==> src/rtl/pipe_ctrl_pkg.sv <==
// Shared types and sizing for the pipeline hazard controller.
// Register-file geometry and controller state encoding.
package pipe_ctrl_pkg;

  localparam int NREG  = 8;
  localparam int REG_W = 3;
  localparam int CNT_W = 2;

  localparam logic [CNT_W-1:0] MAX_INFLIGHT = CNT_W'(3);

  typedef enum logic [1:0] {
    RUN,
    BR_WAIT,
    DRAIN,
    HALTED
  } state_t;

endpackage

==> src/rtl/reg_scoreboard.sv <==
// Per-register pending-write counters with decode lookups.
// all_zero reflects the counts after this cycle's update.
module reg_scoreboard
  import pipe_ctrl_pkg::*;
(
  input  logic             clk,
  input  logic             rst,
  input  logic             inc,
  input  logic [REG_W-1:0] inc_rd,
  input  logic             dec,
  input  logic [REG_W-1:0] dec_rd,
  input  logic [REG_W-1:0] rs,
  input  logic [REG_W-1:0] rq,
  input  logic [REG_W-1:0] rd,
  output logic             rs_busy,
  output logic             rq_busy,
  output logic             rd_full,
  output logic             all_zero,
  output logic             underflow
);

  logic [CNT_W-1:0] cnt     [NREG];
  logic [CNT_W-1:0] cnt_nxt [NREG];

  always_comb begin
    all_zero = 1'b1;
    for (int i = 0; i < NREG; i++) begin
      logic inc_i;
      logic dec_i;
      inc_i = inc && (inc_rd == REG_W'(i));
      dec_i = dec && (dec_rd == REG_W'(i));
      cnt_nxt[i] = cnt[i];
      if (inc_i && !dec_i && cnt[i] != MAX_INFLIGHT)
        cnt_nxt[i] = cnt[i] + CNT_W'(1);
      else if (dec_i && !inc_i && cnt[i] != '0)
        cnt_nxt[i] = cnt[i] - CNT_W'(1);
      if (cnt_nxt[i] != '0)
        all_zero = 1'b0;
    end
  end

  always_ff @(posedge clk or posedge rst) begin
    if (rst) begin
      for (int i = 0; i < NREG; i++)
        cnt[i] <= '0;
    end else begin
      for (int i = 0; i < NREG; i++)
        cnt[i] <= cnt_nxt[i];
    end
  end

  assign rs_busy   = cnt[rs] != '0;
  assign rq_busy   = cnt[rq] != '0;
  assign rd_full   = cnt[rd] == MAX_INFLIGHT;
  assign underflow = dec && (cnt[dec_rd] == '0);

endmodule

==> src/rtl/pipeline_ctrl.sv <==
// Decode-side hazard, branch-hold and halt sequencing control.
// Stall/bubble/flush are combinational; state and errors registered.
module pipeline_ctrl
  import pipe_ctrl_pkg::*;
(
  input  logic             clk,
  input  logic             rst,
  input  logic             dec_valid,
  input  logic [REG_W-1:0] dec_rs,
  input  logic             dec_rs_used,
  input  logic [REG_W-1:0] dec_rq,
  input  logic             dec_rq_used,
  input  logic [REG_W-1:0] dec_rd,
  input  logic             dec_write_en,
  input  logic             dec_is_branch,
  input  logic             dec_halt,
  input  logic             ex_br_resolved,
  input  logic             ex_br_taken,
  input  logic             wb_write_en,
  input  logic [REG_W-1:0] wb_rd,
  output logic             stall_fd,
  output logic             bubble_de,
  output logic             flush_fd,
  output logic             halted,
  output logic             sb_err
);

  state_t state;
  state_t state_nxt;

  logic rs_busy;
  logic rq_busy;
  logic rd_full;
  logic all_zero;
  logic underflow;
  logic hazard;
  logic issue;
  logic stall_c;
  logic bubble_c;
  logic flush_c;

  reg_scoreboard u_sb (
    .clk       (clk),
    .rst       (rst),
    .inc       (issue & dec_write_en),
    .inc_rd    (dec_rd),
    .dec       (wb_write_en),
    .dec_rd    (wb_rd),
    .rs        (dec_rs),
    .rq        (dec_rq),
    .rd        (dec_rd),
    .rs_busy   (rs_busy),
    .rq_busy   (rq_busy),
    .rd_full   (rd_full),
    .all_zero  (all_zero),
    .underflow (underflow)
  );

  assign hazard = (dec_rs_used & rs_busy)
                | (dec_rq_used & rq_busy)
                | (dec_write_en & rd_full);

  assign issue = dec_valid & (state == RUN) & ~hazard;

  always_comb begin
    state_nxt = state;
    stall_c   = 1'b0;
    bubble_c  = 1'b0;
    flush_c   = 1'b0;
    unique case (state)
      RUN: begin
        stall_c  = dec_valid & hazard;
        bubble_c = dec_valid & hazard;
        if (issue && dec_halt)
          state_nxt = DRAIN;
        else if (issue && dec_is_branch)
          state_nxt = BR_WAIT;
      end
      BR_WAIT: begin
        stall_c  = 1'b1;
        bubble_c = 1'b1;
        if (ex_br_resolved) begin
          state_nxt = RUN;
          // Let the target fetch through while the wrong path is dropped
          if (ex_br_taken) begin
            flush_c = 1'b1;
            stall_c = 1'b0;
          end
        end
      end
      DRAIN: begin
        stall_c  = 1'b1;
        bubble_c = 1'b1;
        if (all_zero)
          state_nxt = HALTED;
      end
      HALTED: begin
        stall_c  = 1'b1;
        bubble_c = 1'b1;
      end
      default: state_nxt = RUN;
    endcase
  end

  assign stall_fd  = stall_c & ~rst;
  assign bubble_de = bubble_c & ~rst;
  assign flush_fd  = flush_c & ~rst;
  assign halted    = state == HALTED;

  always_ff @(posedge clk or posedge rst) begin
    if (rst) begin
      state  <= RUN;
      sb_err <= 1'b0;
    end else begin
      state <= state_nxt;
      if (underflow || (ex_br_resolved && state != BR_WAIT))
        sb_err <= 1'b1;
    end
  end

endmodule

==> config.mk <==
export PLATFORM = sky130hd
export DESIGN_NAME = pipeline_ctrl
export DESIGN_NICKNAME = d
export VERILOG_FILES = /design/src/rtl/pipe_ctrl_pkg.sv /design/src/rtl/reg_scoreboard.sv /design/src/rtl/pipeline_ctrl.sv
export SDC_FILE = /design/constraint.sdc
export NUM_CORES = 1
export LEC_CHECK = 0
export ABC_AREA = 1
export BUFFER_PORTS_ARGS = -buffer_cell sky130_fd_sc_hd__buf_2
export CAP_MARGIN = 15
export CORE_MARGIN = 3
export CORE_UTILIZATION = 45
export DETAILED_ROUTE_END_ITERATION = 8
export SKIP_LAST_GASP = 1
export SLEW_MARGIN = 20
export SYNTH_ARGS = -nofsm -noshare
export SYNTH_HDL_FRONTEND = slang
export SYNTH_SLANG_ARGS = --single-unit
==> constraint.sdc <==
create_clock -name clk -period 2.5 [get_ports clk]
set_input_delay 0.125 -clock clk [delete_from_list [all_inputs] [get_ports clk]]
set_output_delay 0.125 -clock clk [all_outputs]
set_load 0.02 [all_outputs]
==> summary.txt <==
CTS
  – Hold Buf Count CTS: 0
  – CTS tree: built
  – Clock Latency Late Sink: 0.26 ns
  – Root buf cell: clkbuf_8
  – Clock Pin Slew Worst Setup and Hold Paths: ~0.090 ns
  – Total CTS buffers: 3
  – Clk sinks: 19
  – CTS max path bufs: 2
  – H-tree Lvls: 1

Worst setup path
  – Critical-path cell list: buf_6 > nand2_1 > nand2_1 > nand2_1 > nand2_1 > nand2_2 > nand2_2 > nand2_2 > nor2_2 > nor2_4 > nand4_1 > nand2_1 > nand2_1 > nand2_1 > nand2_1 > nor2_1 > nand2_1 > nor2_2 > nand3_2 > nand2_2 > nand2_2 > nand2_1 > nand2_1
  – Largest stage delay on the critical path: about 0.41 ns
  – CP bufs+invs: 1
  – Worst r2r path cells: 23
  – Worst Setup Start Kind: flop
  – CP top delay family: simple AND/OR/NAND/NOR gates
  – Crit path DAT: ~2.7 ns
  – CP required: between 2 and 3 ns
  – Cell at the slowest stage of the critical path: dfrtp_1
  – Crit-path most repeated cell: nand2_1
  – Crit path max fanout: 7
  – Crit. path cell count: 23
  – CP Class: reg -> reg
  – CP Capture Type: flop

STA
  – Fin. Hold Viols: 0
  – Max-slew violations: 0
  – Final setup viols: 2
  – Relative slew slack: between 40% and 50%
  – Fmax: roughly 0.39 GHz
  – Post-route setup slack: -0.0596 ns
  – Worst clock skew: between 0.002 and 0.0025 ns
  – Worst-Margin Slew: ~0.86 ns
  – Final min period: 2.56 ns
  – Fin crit share: 102%
  – RSZ-0062 raised after global routing: yes

Synthesis
  – Synth top area share: 21.4%
  – Avg Cell Area, Syn: 6.01 µm²
  – Synth Cell Area: 2220 µm²
  – Synth area leaders: dfrtp_1 (21%), nand2_1 (20%), ha_1 (12%)
  – #FFs+latches synth: 19
  – Net Count, Synth: 413
  – Post-synth cell types: 28
  – Seq/Total Area, Yosys: a little over a fifth
  – Synth area leader: dfrtp_1
  – Synth warn: 0
  – Synth Instances: between 300 and 400

GRT
  – Gr usage total: about a quarter
  – Pin count of the biggest net entering global routing: 20
  – Vias in the first global route: 2537
  – First-pass GRT wire length: around 12000 µm
  – Aggregate global routing overflow: 0
  – Initial antenna violation count: 0

Floorplanning
  – Starting Density: 48.6%
  – Die span in y: ~76 µm
  – Site Rows: 24
  – # IOs: 28
  – Die width: ~76 µm
  – Die ar.: just under 6000 µm²
  – Core box area: 4560 µm²

Finish
  – Multi-input gate area: 1650 µm²
  – Layout cell share with drive strength beyond 1: 32.4%
  – Layout Nets: 502
  – Inserted Diodes: 0
  – Register area: approximately 480 µm²
  – Layout area overhead: 40.6%
  – Design area: between 3000 and 4000 µm²
  – Fill count: 445

Power
  – Clk pwr share: under 10%
  – Combinational power share: between 70% and 80%
  – P_leak: between 1.5 and 2 nW
  – Net Sw Power: between 1 and 1.5 mW
  – Seq pwr share: 18.9%
  – P_int: 1.61 mW
  – Sw Share: between 40% and 50%
  – Power Total: around 3.1 mW
  – Power Density: a little under 1000 nW/µm²
  – Max IR drop VDD: 0.000492 V

Routing
  – Drt wl/cell: between 10 and 15 µm
  – Wirelength, routed: approximately 7700 µm
  – Remaining DRCs: 0
  – DRT Pass-1 Iters: 5
  – Number of routed nets with antenna violations: 0
  – Via-to-Cell Ratio: 5.24
  – Vias: 2733
  – Initial drt markers: between 150 and 200

Status
  – Failing checks: setup timing
  – Status: finished with violations

Worst hold path
  – Worst Hold Class: in -> async

Placement
  – HPWL Detailed: approximately 5700 µm
  – Number of port buffers: 27
  – RD Place Congestion: 0.913
  – Placed inst area: ~2700 µm²

Run
  – Total of max-cap violations: 0
==> power groups by stage <==
stage          sequential, mW  combinational [mW]  clock, mW
2_1_floorplan           0.595                1.04          0
3_3_place_gp            0.539                1.81          0
3_5_place_dp            0.544                1.84          0
4_1_cts                 0.560                1.96      0.238
5_1_grt                 0.600                2.53      0.253
6_report                0.584                2.27      0.236
==> worst paths after layout <==
path / to / slack [ns] / start
max: state[0] / -0.06 / u_sb.cnt[3]
min: state[0] / 0.05 / rst
max reg2reg: state[0] / -0.06 / u_sb.cnt[3]
min reg2reg: sb_err / 0.48 / sb_err
max in group asynchronous: u_sb.cnt[9] / 1.92 / rst
min in group clk: sb_err / 0.11 / ex_br_resolved
==> logic make-up after synthesis <==
logic type	after synthesis	share of synthesized area [%]
adders and majority gates	21	11.8
buffers and inverters	58	10.2
DFF	19	21.4
AOI/OAI and AO/OA	27	6.54
and+or+nand+nor	244	50.0
==> synth_stat cells <==
| cell type | instances |
|---|---|
| nor2_1 | 48 |
| nand3_1 | 33 |
| nand2_2 | 4 |
| a31oi_1 | 4 |
| nor2_4 | 1 |
| a21oi_1 | 12 |
| nor2_8 | 1 |
| nand3_2 | 2 |
| inv_2 | 1 |
| nand2_1 | 120 |
| nand4_2 | 2 |
| nor3_1 | 10 |
| o21ai_1 | 2 |
| nand3_4 | 1 |
| nand4_1 | 16 |
| nor2_2 | 2 |
| buf_2 | 1 |
| buf_6 | 1 |
| o21ai_0 | 6 |
| o22ai_1 | 2 |
| nor3_2 | 1 |
| ha_1 | 21 |
| inv_1 | 54 |
| a21boi_0 | 1 |
| nor4_1 | 1 |
| nand3b_1 | 2 |
| buf_1 | 1 |
| dfrtp_1 | 19 |
==> metrics by stage <==
step                      hold WS (ns)  utilization (%)  worst slack, ns  instances  TNS [ns]
after floorplan                 0.0761                -            0.323        369         0
after global placement           0.352             59.3           -0.117        495    -0.232
after detailed placement         0.358             59.3           -0.146        495    -0.286
after CTS                       0.0720             63.1          0.00189        507         0
after global routing             0.106             68.3           -0.325        522    -0.647
final                           0.0474             68.3          -0.0596        522    -0.117
==> sequential cells by signal (all words and copies together) (netlist names) <==
register and count:
state 2, sb_err 1, u_sb.cnt 16
==> area by class of cell <==
class,instances,area share (%)
Sequential cell,19,15.2
Multi-Input combinational cell,292,53.0
Clock inverter,1,0.161
Clock buffer,3,1.32
Timing Repair Buffer,87,21.0
Inverter,55,6.62
Tap cell,65,2.61
==> cell usage in the layout (no fill, tap or decap), drive strengths merged <==
cell type / synthesis / layout
clkbuf: 0 / 3
nand4: 18 / 18
nor3: 11 / 11
a21boi: 1 / 1
nand3b: 2 / 2
dfrtp: 19 / 19
inv: 55 / 55
o22ai: 2 / 2
clkinv: 0 / 1
buf: 3 / 87
nor4: 1 / 1
nand2: 124 / 124
o21ai: 8 / 8
a31oi: 4 / 4
nand3: 36 / 36
ha: 21 / 21
nor2: 52 / 52
a21oi: 12 / 12
==> what timing repair did <==
item                       CTS  global route
gates resized for setup     24            36
setup endpoints to repair    2             2
setup buffers                8            15
pin swaps                   11            28
==> per-layer routing <==
| metal | vias to the layer above | track usage (%) | routed length, µm |
|---|---|---|---|
| met1 | 1251 | 35.1 | 3440 |
| met3 | 14 | 2.72 | 447 |
| met5 | - | 0 | 0 |
| met4 | 0 | 4.53 | 112 |
| li1 | 1365 | - | - |
| met2 | 103 | 43.7 | 3670 |
Power figures use the tool's default switching activity.
